**src/rtl/mdu_pkg.sv**
```systemverilog
// Shared encodings for the multiply/divide unit: op codes, FSM states, default width.
package mdu_pkg;
  localparam int MDU_WIDTH = 32;
  localparam int CNT_W = 6;

  typedef enum logic [1:0] {
    OP_MULTU = 2'b00,
    OP_DIVU  = 2'b01,
    OP_MTHI  = 2'b10,
    OP_MTLO  = 2'b11
  } op_e;

  // ST_ prefix keeps the state names clear of the unit's ITER parameter.
  typedef enum logic [1:0] {
    ST_IDLE = 2'b00,
    ST_ITER = 2'b01,
    ST_DONE = 2'b10
  } state_e;
endpackage

```
**src/rtl/mdu_addsub.sv**
```systemverilog
// Combinational WIDTH+1-bit adder/subtractor shared by the multiply and divide steps.
// No latency, no flow control.
module mdu_addsub
  import mdu_pkg::*;
#(
  parameter int WIDTH = MDU_WIDTH
) (
  input  logic [WIDTH:0] a,
  input  logic [WIDTH:0] b,
  input  logic           sub,
  output logic [WIDTH:0] y
);
  assign y = sub ? (a - b) : (a + b);
endmodule

```
**src/rtl/mul_div_unit.sv**
```systemverilog
// Iterative unsigned MULTU/DIVU plus MTHI/MTLO moves into HI/LO.
// Result in HI/LO with done ITER+1 cycles after start; start is ignored while busy or done.
module mul_div_unit
  import mdu_pkg::*;
#(
  parameter int WIDTH = MDU_WIDTH,
  parameter int ITER  = MDU_WIDTH
) (
  input  logic             clk,
  input  logic             reset,
  input  logic             start,
  input  logic [1:0]       op,
  input  logic [WIDTH-1:0] dataA,
  input  logic [WIDTH-1:0] dataB,
  output logic             busy,
  output logic             done,
  output logic [WIDTH-1:0] hi,
  output logic [WIDTH-1:0] lo
);
  state_e           state;
  op_e              op_r;
  logic [WIDTH-1:0] a_r;
  logic [WIDTH-1:0] b_r;
  logic [WIDTH-1:0] acc_hi;
  logic [WIDTH-1:0] acc_lo;
  logic [CNT_W-1:0] cnt;

  logic             is_div;
  logic [WIDTH:0]   as_a;
  logic [WIDTH:0]   as_b;
  logic [WIDTH:0]   as_y;
  logic [WIDTH:0]   mul_sum;
  logic [WIDTH-1:0] nxt_hi;
  logic [WIDTH-1:0] nxt_lo;

  assign is_div = (op_r == OP_DIVU);

  // Multiply: acc_hi accumulates the multiplicand, acc_lo shifts out multiplier bits.
  // Divide: {acc_hi, acc_lo} is the remainder/dividend pair, quotient bits shift into acc_lo.
  always_comb begin
    as_a = is_div ? {acc_hi, acc_lo[WIDTH-1]} : {1'b0, acc_hi};
    as_b = is_div ? {1'b0, b_r} : {1'b0, a_r};
  end

  mdu_addsub #(.WIDTH(WIDTH)) u_addsub (
    .a   (as_a),
    .b   (as_b),
    .sub (is_div),
    .y   (as_y)
  );

  always_comb begin
    mul_sum = acc_lo[0] ? as_y : {1'b0, acc_hi};
    if (is_div) begin
      // Bit WIDTH of the trial difference is the borrow: set means restore.
      nxt_hi = as_y[WIDTH] ? as_a[WIDTH-1:0] : as_y[WIDTH-1:0];
      nxt_lo = {acc_lo[WIDTH-2:0], ~as_y[WIDTH]};
    end else begin
      nxt_hi = mul_sum[WIDTH:1];
      nxt_lo = {mul_sum[0], acc_lo[WIDTH-1:1]};
    end
  end

  always_ff @(posedge clk) begin
    if (reset) begin
      state  <= ST_IDLE;
      op_r   <= OP_MULTU;
      a_r    <= '0;
      b_r    <= '0;
      acc_hi <= '0;
      acc_lo <= '0;
      cnt    <= '0;
      hi     <= '0;
      lo     <= '0;
      busy   <= 1'b0;
      done   <= 1'b0;
    end else begin
      case (state)
        ST_IDLE: begin
          if (start) begin
            case (op_e'(op))
              OP_MTHI: hi <= dataA;
              OP_MTLO: lo <= dataA;
              default: begin
                op_r   <= op_e'(op);
                a_r    <= dataA;
                b_r    <= dataB;
                acc_hi <= '0;
                acc_lo <= (op_e'(op) == OP_DIVU) ? dataA : dataB;
                cnt    <= '0;
                busy   <= 1'b1;
                state  <= ST_ITER;
              end
            endcase
          end
        end
        ST_ITER: begin
          acc_hi <= nxt_hi;
          acc_lo <= nxt_lo;
          if (cnt == CNT_W'(ITER - 1)) begin
            hi    <= nxt_hi;
            lo    <= nxt_lo;
            busy  <= 1'b0;
            done  <= 1'b1;
            state <= ST_DONE;
          end else begin
            cnt <= cnt + CNT_W'(1);
          end
        end
        ST_DONE: begin
          done  <= 1'b0;
          state <= ST_IDLE;
        end
        default: state <= ST_IDLE;
      endcase
    end
  end
endmodule

```
**config.mk**
```make
export PLATFORM = sky130hd
export DESIGN_NAME = mul_div_unit
export DESIGN_NICKNAME = d
export VERILOG_FILES = /design/src/rtl/mdu_pkg.sv /design/src/rtl/mdu_addsub.sv /design/src/rtl/mul_div_unit.sv
export SDC_FILE = /design/constraint.sdc
export NUM_CORES = 1
export LEC_CHECK = 0
export BUFFER_PORTS_ARGS = -buffer_cell sky130_fd_sc_hd__buf_2
export CAP_MARGIN = 20
export CORE_MARGIN = 4
export CORE_UTILIZATION = 65
export DETAILED_ROUTE_END_ITERATION = 7
export HOLD_SLACK_MARGIN = 0.15
export PLACE_DENSITY = 0.87
export SLEW_MARGIN = 20
export SYNTH_ARGS = -nofsm -noshare
export SYNTH_HDL_FRONTEND = slang
export SYNTH_SLANG_ARGS = --single-unit
```
**constraint.sdc**
```tcl
create_clock -name clk -period 12.95 [get_ports clk]
set_input_delay 1.295 -clock clk [delete_from_list [all_inputs] [get_ports clk]]
set_output_delay 1.295 -clock clk [all_outputs]
set_load 0.1 [all_outputs]
```
Yosys cells after proc, flatten, opt, wreduce, memory -nomap -nowiden
Cells that the tools add are included.
{"block": "word_totals", "reg_bits": 204, "input_bits": 69, "out_inout_bits": 66, "word_cells": 77}
{"block": "op_classes", "n_addsub": 3, "n_eq_ne": 13, "muxes": 36, "n_bitwise": 2, "n_reduce_logical": 12}
{"operator": "$mux W32", "n": 15}
{"operator": "$pmux W32 S2", "n": 4}
{"operator": "$mux W33", "n": 3}
{"operator": "$add A33 B32 Y33", "n": 1}
{"operator": "$sub A33 B32 Y33", "n": 1}
{"operator": "$mux W6", "n": 3}
{"operator": "$reduce_and A4 Y1", "n": 4}
{"operator": "$pmux W6 S2", "n": 1}
{"operator": "$reduce_and A3 Y1", "n": 3}
{"operator": "$ne A2 B2 Y1 const B", "n": 4}
{"operator": "$add A6 B1 Y6 const B", "n": 1}
{"operator": "$eq A2 B1 Y1 const B", "n": 3}
{"operator": "$eq A2 B2 Y1 const B", "n": 3}
{"operator": "$eq A6 B5 Y1 const B", "n": 1}
{"operator": "$mux W2", "n": 3}
{"operator": "$mux W1", "n": 4}
{"operator": "$ne A2 B1 Y1 const B", "n": 2}
{"operator": "$pmux W1 S2", "n": 2}
{"operator": "$pmux W2 S2", "n": 1}
{"operator": "$reduce_bool A2 Y1", "n": 2}
{"operator": "$logic_not A2 Y1", "n": 1}
{"operator": "$not A1 Y1", "n": 2}
{"operator": "$reduce_and A2 Y1", "n": 1}
{"operator": "$reduce_or A2 Y1", "n": 1}

Logic depth before layout (Yosys ltp)
Gate-level depths: netlist of run 1.
{"block": "depth", "depth_word": 8, "mapped_depth": 30, "depth_no_buf": 23}

By module
A second synthesis of run 1 with hierarchy kept.
{"block": "unflattened", "cells_unflattened": 1700, "area_unflattened_um2": 12749.7}
{"module": "mul_div_unit", "n_inst": 1, "cells_each": 1343, "area_per_inst_um2": 10299.9, "seq_area_each_um2": 4083.9}
{"module": "mdu_addsub", "n_inst": 1, "cells_each": 357, "area_per_inst_um2": 2449.8, "seq_area_each_um2": 0.0}

Worst setup path after synthesis of run 1
Ideal clock, no wire load.
{"block": "synth_path", "path_kind": "flip-flop to flip-flop", "start": "register op_r[1]", "end": "register hi[21]", "setup_ps": 103, "arrival_ps": 6273, "required_ps": 12847, "path_slack_ps": 6574, "stages_incl_launch_ff": 28, "path_buffers": 5, "period_less_slack_ps": 6376, "path_cell_list": "dfxtp_1 and2b_1 buf_2 clkbuf_1 buf_1 buf_1 mux2i_1 ha_1 nor3b_2 nand4b_1 a2111oi_4 nand3_1 or2_2 nor2_1 xor2_1 nand2_1 o21ai_0 ha_1 clkbuf_1 and4_1 and3_1 nand4_1 o31a_1 a31oi_1 nor2_8 mux2i_1 mux2_2 a2111oi_2"}
{"block": "synth_between", "elab_chain_len": 8, "elab_cells_between_ends": 11, "cone_classes": "add/sub (2); eq/ne (1); mux (8)"}
{"element": "start, declared", "line_no": "mul_div_unit.sv:21", "text": "op_e op_r;"}
{"element": "start signal, assigned", "line_no": "mul_div_unit.sv:85", "text": "op_r <= op_e'(op);"}
{"element": "$eq A2 B1 Y1 *", "line_no": "mul_div_unit.sv:36", "text": "assign is_div = (op_r == OP_DIVU);"}
{"element": "$mux W33 / $mux W32 (equally long branches)", "line_no": "mul_div_unit.sv:41, mul_div_unit.sv:42"}
{"element": "$add A33 B32 Y33 / $sub A33 B32 Y33 (equally long branches)", "line_no": "mdu_addsub.sv:13", "text": "assign y = sub ? (a - b) : (a + b);"}
{"element": "$mux W33", "line_no": "mdu_addsub.sv:13"}
{"element": "$mux W33 / $mux W32 (equally long branches)", "line_no": "mul_div_unit.sv:53, mul_div_unit.sv:56"}
{"element": "$mux W32 *", "line_no": "mul_div_unit.sv:54", "text": "if (is_div) begin"}
{"element": "$mux W32 *", "line_no": "mul_div_unit.sv:100", "text": "if (cnt == CNT_W'(ITER - 1)) begin"}
{"element": "$pmux W32 S2 *", "line_no": "mul_div_unit.sv:78", "text": "case (state)"}
{"element": "end signal, assigned", "line_no": "mul_div_unit.sv:82", "text": "OP_MTHI: hi <= dataA;"}
{"element": "end signal, assigned", "line_no": "mul_div_unit.sv:101", "text": "hi <= nxt_hi;"}
{"element": "end, declared", "line_no": "mul_div_unit.sv:17", "text": "output logic [WIDTH-1:0] hi,"}
Mark *: on every way between the ends. The rest lies on a longest branch, timed or not. The select of a mux whose other input is x is not followed.
A chain may end at the register's enable or synchronous reset.

Worst setup path in the final report of run 1
{"block": "layout_path", "start": "register op_r[1]", "end": "register hi[28]"}
The elaborated chain is that of the path after synthesis.

==> impl_metrics.ini, run 1 <==
[outcome]
status = completed

[critical_path]
endpoint_kind = flip-flop
cp_max_fo = 67
r2r-start = op_r[1]$_SDFFE_PP0P_
crit_type = reg2reg
start_kind = flip-flop
cp-startpoint = op_r[1]$_SDFFE_PP0P_
cp_data_arrival_time_ps = 7070
required_ps = 13290

[die]
start_util_pct = 66.1
die-area_sq_mm = 0.0221
io_pins = 135
rows = 51
coreArea_sq_mm = 0.0195
die_x_um = 149
die_h_um = 149

[drt]
drt_iter0_markers = 1829
dr.pass1.iters = 6
met2_length_um = 18400
met1_length_um = 17100
via_per_inst = 6.55
wire_per_inst_um = 19.4
wl_met3_um = 4840
drt-total-wl_um = 41700
vias = 14075
highest-signal-layer = met4
route.detailed.drc = 0
ant_nets = 0

[clock_tree]
hold_buffers = 0
cts_tree = done
cts_buffer_depth = 3
cts.sinks = 204
clk_pin_slew_ps = 70
cts_made_buffers = 22
clk-insertion-delay-late_ps = 510
post_cts_buffers = 0
ctsRootBufferMaster = clkbuf_16
cts_resized = 0
cts_max_level = 1

[sta]
slew_viol_final = 0
clock_skew_ps = 14.5
fmax_mhz = 149
slew_headroom_pct = 26.6
tightest_slew_ps = 1100
fin_setup_tns_ps = 0
period_share_pct = 52.0
final.min_clock_period_ps = 6730
hold_viol = 0
finalSetupViolations = 0
rsz0062_at_grt = no

[finish]
multi_input_area_sq_mm = 0.00828
fin_nets = 1973
num-fill-cells = 1568
fin_cells = 2149
drive_above_1_share_pct = 12.0
regArea_sq_mm = 0.00408
area_growth_pct = 11.0
num_antenna_cells = 0

[logic_synthesis]
synth-async-reset-ratio_pct = 0
synthCells = 1830
syn_nets = 1935
ys_ff_latch = 204
yosys_most_used_dff = dfxtp_1
yosysWarnings = 0
synth_seq_area_share_pct = 31.7
ys_types = 82
synth_edf_count = 0
syn_area_sq_mm = 0.0129
avgSynthCellArea_sq_um = 7.03

[power_and_ir_drop]
p_leak_nw = 5.84
vdd_ir_drop_max_mv = 0.106
p_per_area_mw_per_mm2 = 133

[place]
io_buffers = 134
place.gp.congestion = 0.961
dp_hpwl_um = 28600
place_inst = 2109

[global_route]
grt_pass1_wl_um = 66300
grt_max_degree = 136
grt-ovfl-total = 0
grt_pass1_vias = 12697
antenna_found_initial = 0
track_usage_pct = 36.3

[worst_hold_path]
hold_start = lo[5]$_SDFFE_PP0P_
hold_path_class = reg2reg

[run]
cap_viol_max_count = 0
## layout make-up
cell class / instances / area share [%]
well taps: 265 / 2.32
repair buffers: 145 / 5.32
multi-input cells: 1481 / 57.9
clock buffers: 26 / 4.18
inverters: 14 / 0.368
flip-flops and latches: 204 / 28.6
clock inverters: 14 / 1.29
## worst paths after layout
path / end / slack [ps] / cells after the start
worst min register to register: lo[5]$_SDFFE_PP0P_ / 450 / 2
worst min-delay path: lo[5]$_SDFFE_PP0P_ / 450 / 2
worst max register to register: hi[28]$_SDFFE_PP0P_ / 6220 / 22
worst max-delay path: hi[28]$_SDFFE_PP0P_ / 6220 / 22
## critical path, cell delays in order (launching register included)
cell	delay, ps
dfxtp_1	330
nand2b_4	490
a21oi_1	310
ha_1	220
nor3b_2	300
nand4b_1	230
a2111oi_4	530
nand3_1	260
or2_2	400
nor3_1	190
xor2_1	160
nand2_1	60
o21ai_0	140
ha_1	360
and4_1	290
and3_1	220
nor2b_1	150
and3_1	230
o31ai_1	360
nand3_1	570
o221a_2	520
o21ai_1	110
a211oi_1	100
## cell usage in the layout (no fill, tap or decap), types with 35 or more instances in the layout
master,netlist,routed
a211oi_1,35,35
a21oi_1,239,238
a311oi_1,35,35
and3_1,37,37
buf_2,4,133
dfxtp_1,204,204
ha_1,35,35
nand2_1,485,484
nor2_1,168,168
nor3_1,36,35
o21ai_0,51,51
## metrics by stage
| stage | area [sq um] | util (%) | hold slack, ps | setup slack, ps | power [mW] |
|---|---|---|---|---|---|
| 3_5_place_dp | 13500 | 69.4 | 441 | 6420 | 1.20 |
| 2_1_floorplan | 12900 | - | 433 | 6570 | 1.08 |
| 3_3_place_gp | 13500 | 69.3 | 436 | 6220 | 1.20 |
| 4_1_cts | 14300 | 73.4 | 449 | 6360 | 1.88 |
| 5_1_grt | 14300 | 73.4 | 461 | 5750 | 1.97 |
| 6_report | 14300 | 73.4 | 448 | 6220 | 1.89 |
## layer usage
layer | up-vias | GRT usage, %
li1 | 6510 | -
met1 | 6557 | 51.9
met2 | 877 | 55.4
met3 | 131 | 7.34
met4 | 0 | 11.4
met5 | - | 0
## Yosys cell counts, drive strengths merged, types with 5 or more instances
cell type / number / area share (%)
o221ai: 11 / 0.75
a21oi: 239 / 9.3
mux2: 7 / 0.64
o31a: 5 / 0.34
dfxtp: 204 / 32
xnor2: 26 / 1.8
nand2: 485 / 14
clkbuf: 116 / 3.4
and3: 37 / 1.8
o2111ai: 5 / 0.34
nor2b: 10 / 0.49
nand4: 19 / 0.92
o21ai: 55 / 2.1
nor4: 11 / 0.93
ha: 35 / 3.4
nor2: 169 / 5.1
o211ai: 10 / 0.62
a2111oi: 7 / 0.67
buf: 15 / 0.53
mux2i: 29 / 2.3
a21o: 19 / 1.1
o31ai: 10 / 0.58
a311oi: 35 / 2.4
xor2: 31 / 2.1
or3: 33 / 1.6
and2: 10 / 0.49
inv: 13 / 0.38
nand3: 23 / 0.89
a31oi: 10 / 0.49
nor3: 36 / 1.4
or2: 10 / 0.51
a211oi: 35 / 2.0
o21a: 8 / 0.47
## report_power, final
group	switching, mW	internal (mW)	total (mW)
Combinational	0.365	0.162	0.527
Clock	0.269	0.411	0.680
Sequential	0.0294	0.658	0.687
Total	0.663	1.23	1.89
## flip-flops by register name, indices dropped and copies added, names as in the netlist
name	cells
cnt	6
acc_hi	32
acc_lo	32
lo	32
a_r	32
op_r	2
state	2
hi	32
busy	1
b_r	32
done	1
## logic make-up after synthesis
group	Yosys count	synth area share, %
simple gates	863	29.5
compound gates	489	24.0
mux	36	2.90
flops	204	31.7
buf+inv	145	4.33
xor+xnor	57	3.88
fa+ha+maj	36	3.56
Power figures use the tool's default switching activity.
==> inputs of run 2 (changes only) <==
Settings changed: CORE_UTILIZATION 65 to 54, PLACE_DENSITY 0.87 to 0.77.
Clock period 12.95 ns to 5.75 ns, I/O delays scaled along.
==> impl_metrics.ini, run 2 (same netlist as run 1, synthesis figures left out) <==
[place]
place.gp.congestion = 0.928
dp_hpwl_um = 30000
place_ws_ps = 225
io_buffers = 134

[clock_tree]
cts_made_buffers = 22
cts_max_level = 1
cts_tree = done
clk_pin_slew_ps = 60
cts_buffer_depth = 3
hold_buffers = 0
clk-insertion-delay-late_ps = 510
cts.sinks = 204
ctsRootBufferMaster = clkbuf_16

[sta]
finalSetupViolations = 0
slew_viol_final = 0
slew_headroom_pct = 34.7
rsz0062_at_grt = yes
clock_skew_ps = 9.12
tightest_slew_ps = 979
fin_hold_ws_ps = 314
final.min_clock_period_ps = 5550
hold_viol = 0
setup_ws_ps = 203
fmax_mhz = 180
period_share_pct = 96.5

[finish]
num-fill-cells = 2111
area_growth_pct = 14.0
mostFrequentLayoutCells = 483 x nand2_1, 237 x a21oi_1, 204 x dfxtp_1, 167 x nor2_1, 133 x buf_2
layout_commonest_cell = nand2_1
fin_nets = 2003
drive_above_1_share_pct = 14.2

[die]
die_x_um = 162
start_util_pct = 54.8
die-area_sq_mm = 0.0264
io_pins = 135
die_h_um = 162
rows = 56
coreArea_sq_mm = 0.0235

[global_route]
grt_pass1_vias = 12539
track_usage_pct = 30.8
antenna_found_initial = 1
grt-ovfl-total = 0
grt_max_degree = 112
grt_pass1_wl_um = 66900

[critical_path]
endpoint_kind = flip-flop
required_ps = 6110
critical_path.top_delay_family = simple AND/OR/NAND/NOR gates
r2r_setup_slack_ps = 200
crit_type = reg2reg
critical-path-max-stage-delay_ps = 570
start_kind = flip-flop
cp_data_arrival_time_ps = 5900
cp_num_buf_inv = 0
crit_chain = or4_4 -> or4b_1 -> a211o_1 -> and3b_1 -> nand2_1 -> or2_4 -> nor3_1 -> xor2_1 -> a21o_1 -> ha_1 -> and4_4 -> and3_4 -> nand4_1 -> o31ai_4 -> nor4_4 -> nor2_8 -> mux2_2 -> o21ai_1 -> o31ai_1
cp_slowest_cell = or4_4
cp_max_fo = 18

[drt]
ant_nets = 0
dr.pass1.iters = 6
drt_iter0_markers = 1661
route.detailed.drc = 0
vias = 13770
wire_per_inst_um = 18.9
via_per_inst = 6.17
drt-total-wl_um = 42200

[run]
cap_viol_max_count = 0

[power_and_ir_drop]
vdd_ir_drop_max_mv = 0.287
p_clk_share_pct = 33.3
power.switching_mw = 1.48
pwr-share-seq_pct = 37.0
finalPower_mw = 4.19
p_sw_share_pct = 35.4
internal_power_mw = 2.71
combPwrFrac_pct = 29.7
p_leak_nw = 5.99
p_per_area_mw_per_mm2 = 285

[outcome]
status = completed

[worst_hold_path]
hold_path_class = in2reg
-- run 2: changes by cell type in the layout (fill, tap and decap cells not counted), sizes merged --
cell	change
inv	-1
clkbuf	+7
diode	+1
clkinvlp	-3
clkinv	-2
bufinv	-3
buf	+30
-- run 2: repair_timing --
| item | 4_1_cts | 5_1_grt |
|---|---|---|
| buffers inserted | 0 | 7 |
| gates resized for setup | 0 | 17 |
| setup endpoints to repair | 0 | 64 |
-- run 2: final cells by class --
class / instances / area [sq um] / area share [%]
multi-input combinational: 1481 / 8420 / 57.4
clock buffer: 33 / 643 / 4.38
antenna: 1 / 2.50 / 0.0171
inverter: 14 / 52.6 / 0.358
tap: 319 / 399 / 2.72
timing repair buffer: 175 / 1020 / 6.93
clock inverter: 5 / 56.3 / 0.384
sequential: 204 / 4080 / 27.8
-- run 2: per-layer routing --
metal | global-route usage (%) | share of wire, % | vias to the layer above
met5 | 0 | 0 | -
met2 | 46.9 | 44 | 653
met4 | 9.46 | 3.3 | 0
li1 | - | - | 6558
met3 | 4.58 | 9.0 | 113
met1 | 45.2 | 44 | 6446
-- run 2: tightest hold or removal path, stage by stage --
cell and delay [ps]:
buf_2 110, nand2_1 50, a21oi_1 50
-- run 2: power groups by stage --
stage	Combinational (mW)	Clock (mW)	Sequential (mW)
final	1.24	1.39	1.55
after global routing	1.34	1.46	1.55
after CTS	1.19	1.41	1.54
after detailed placement	1.18	0	1.58
after global placement	1.17	0	1.57
after floorplan	0.741	0	1.70
-- run 2: final timing paths --
kind | start | to | cells after the start
setup / recovery | a_r[0]$_SDFFE_PP0P_ | acc_hi[19]$_SDFFE_PP0P_ | 19
hold / removal | dataB[11] | b_r[11]$_SDFFE_PP0P_ | 3
setup reg to reg | a_r[0]$_SDFFE_PP0P_ | acc_hi[19]$_SDFFE_PP0P_ | 19
hold reg to reg | lo[24]$_SDFFE_PP0P_ | lo[24]$_SDFFE_PP0P_ | 2
-- run 2: metrics by stage --
step	util [%]	area (sq um)	instances	TNS, ps
2_1_floorplan	-	13000	1830	0
3_3_place_gp	58.7	13800	2184	0
3_5_place_dp	58.8	13800	2185	0
4_1_cts	61.8	14500	2223	0
5_1_grt	62.5	14700	2232	-95.9
6_report	62.5	14700	2232	0
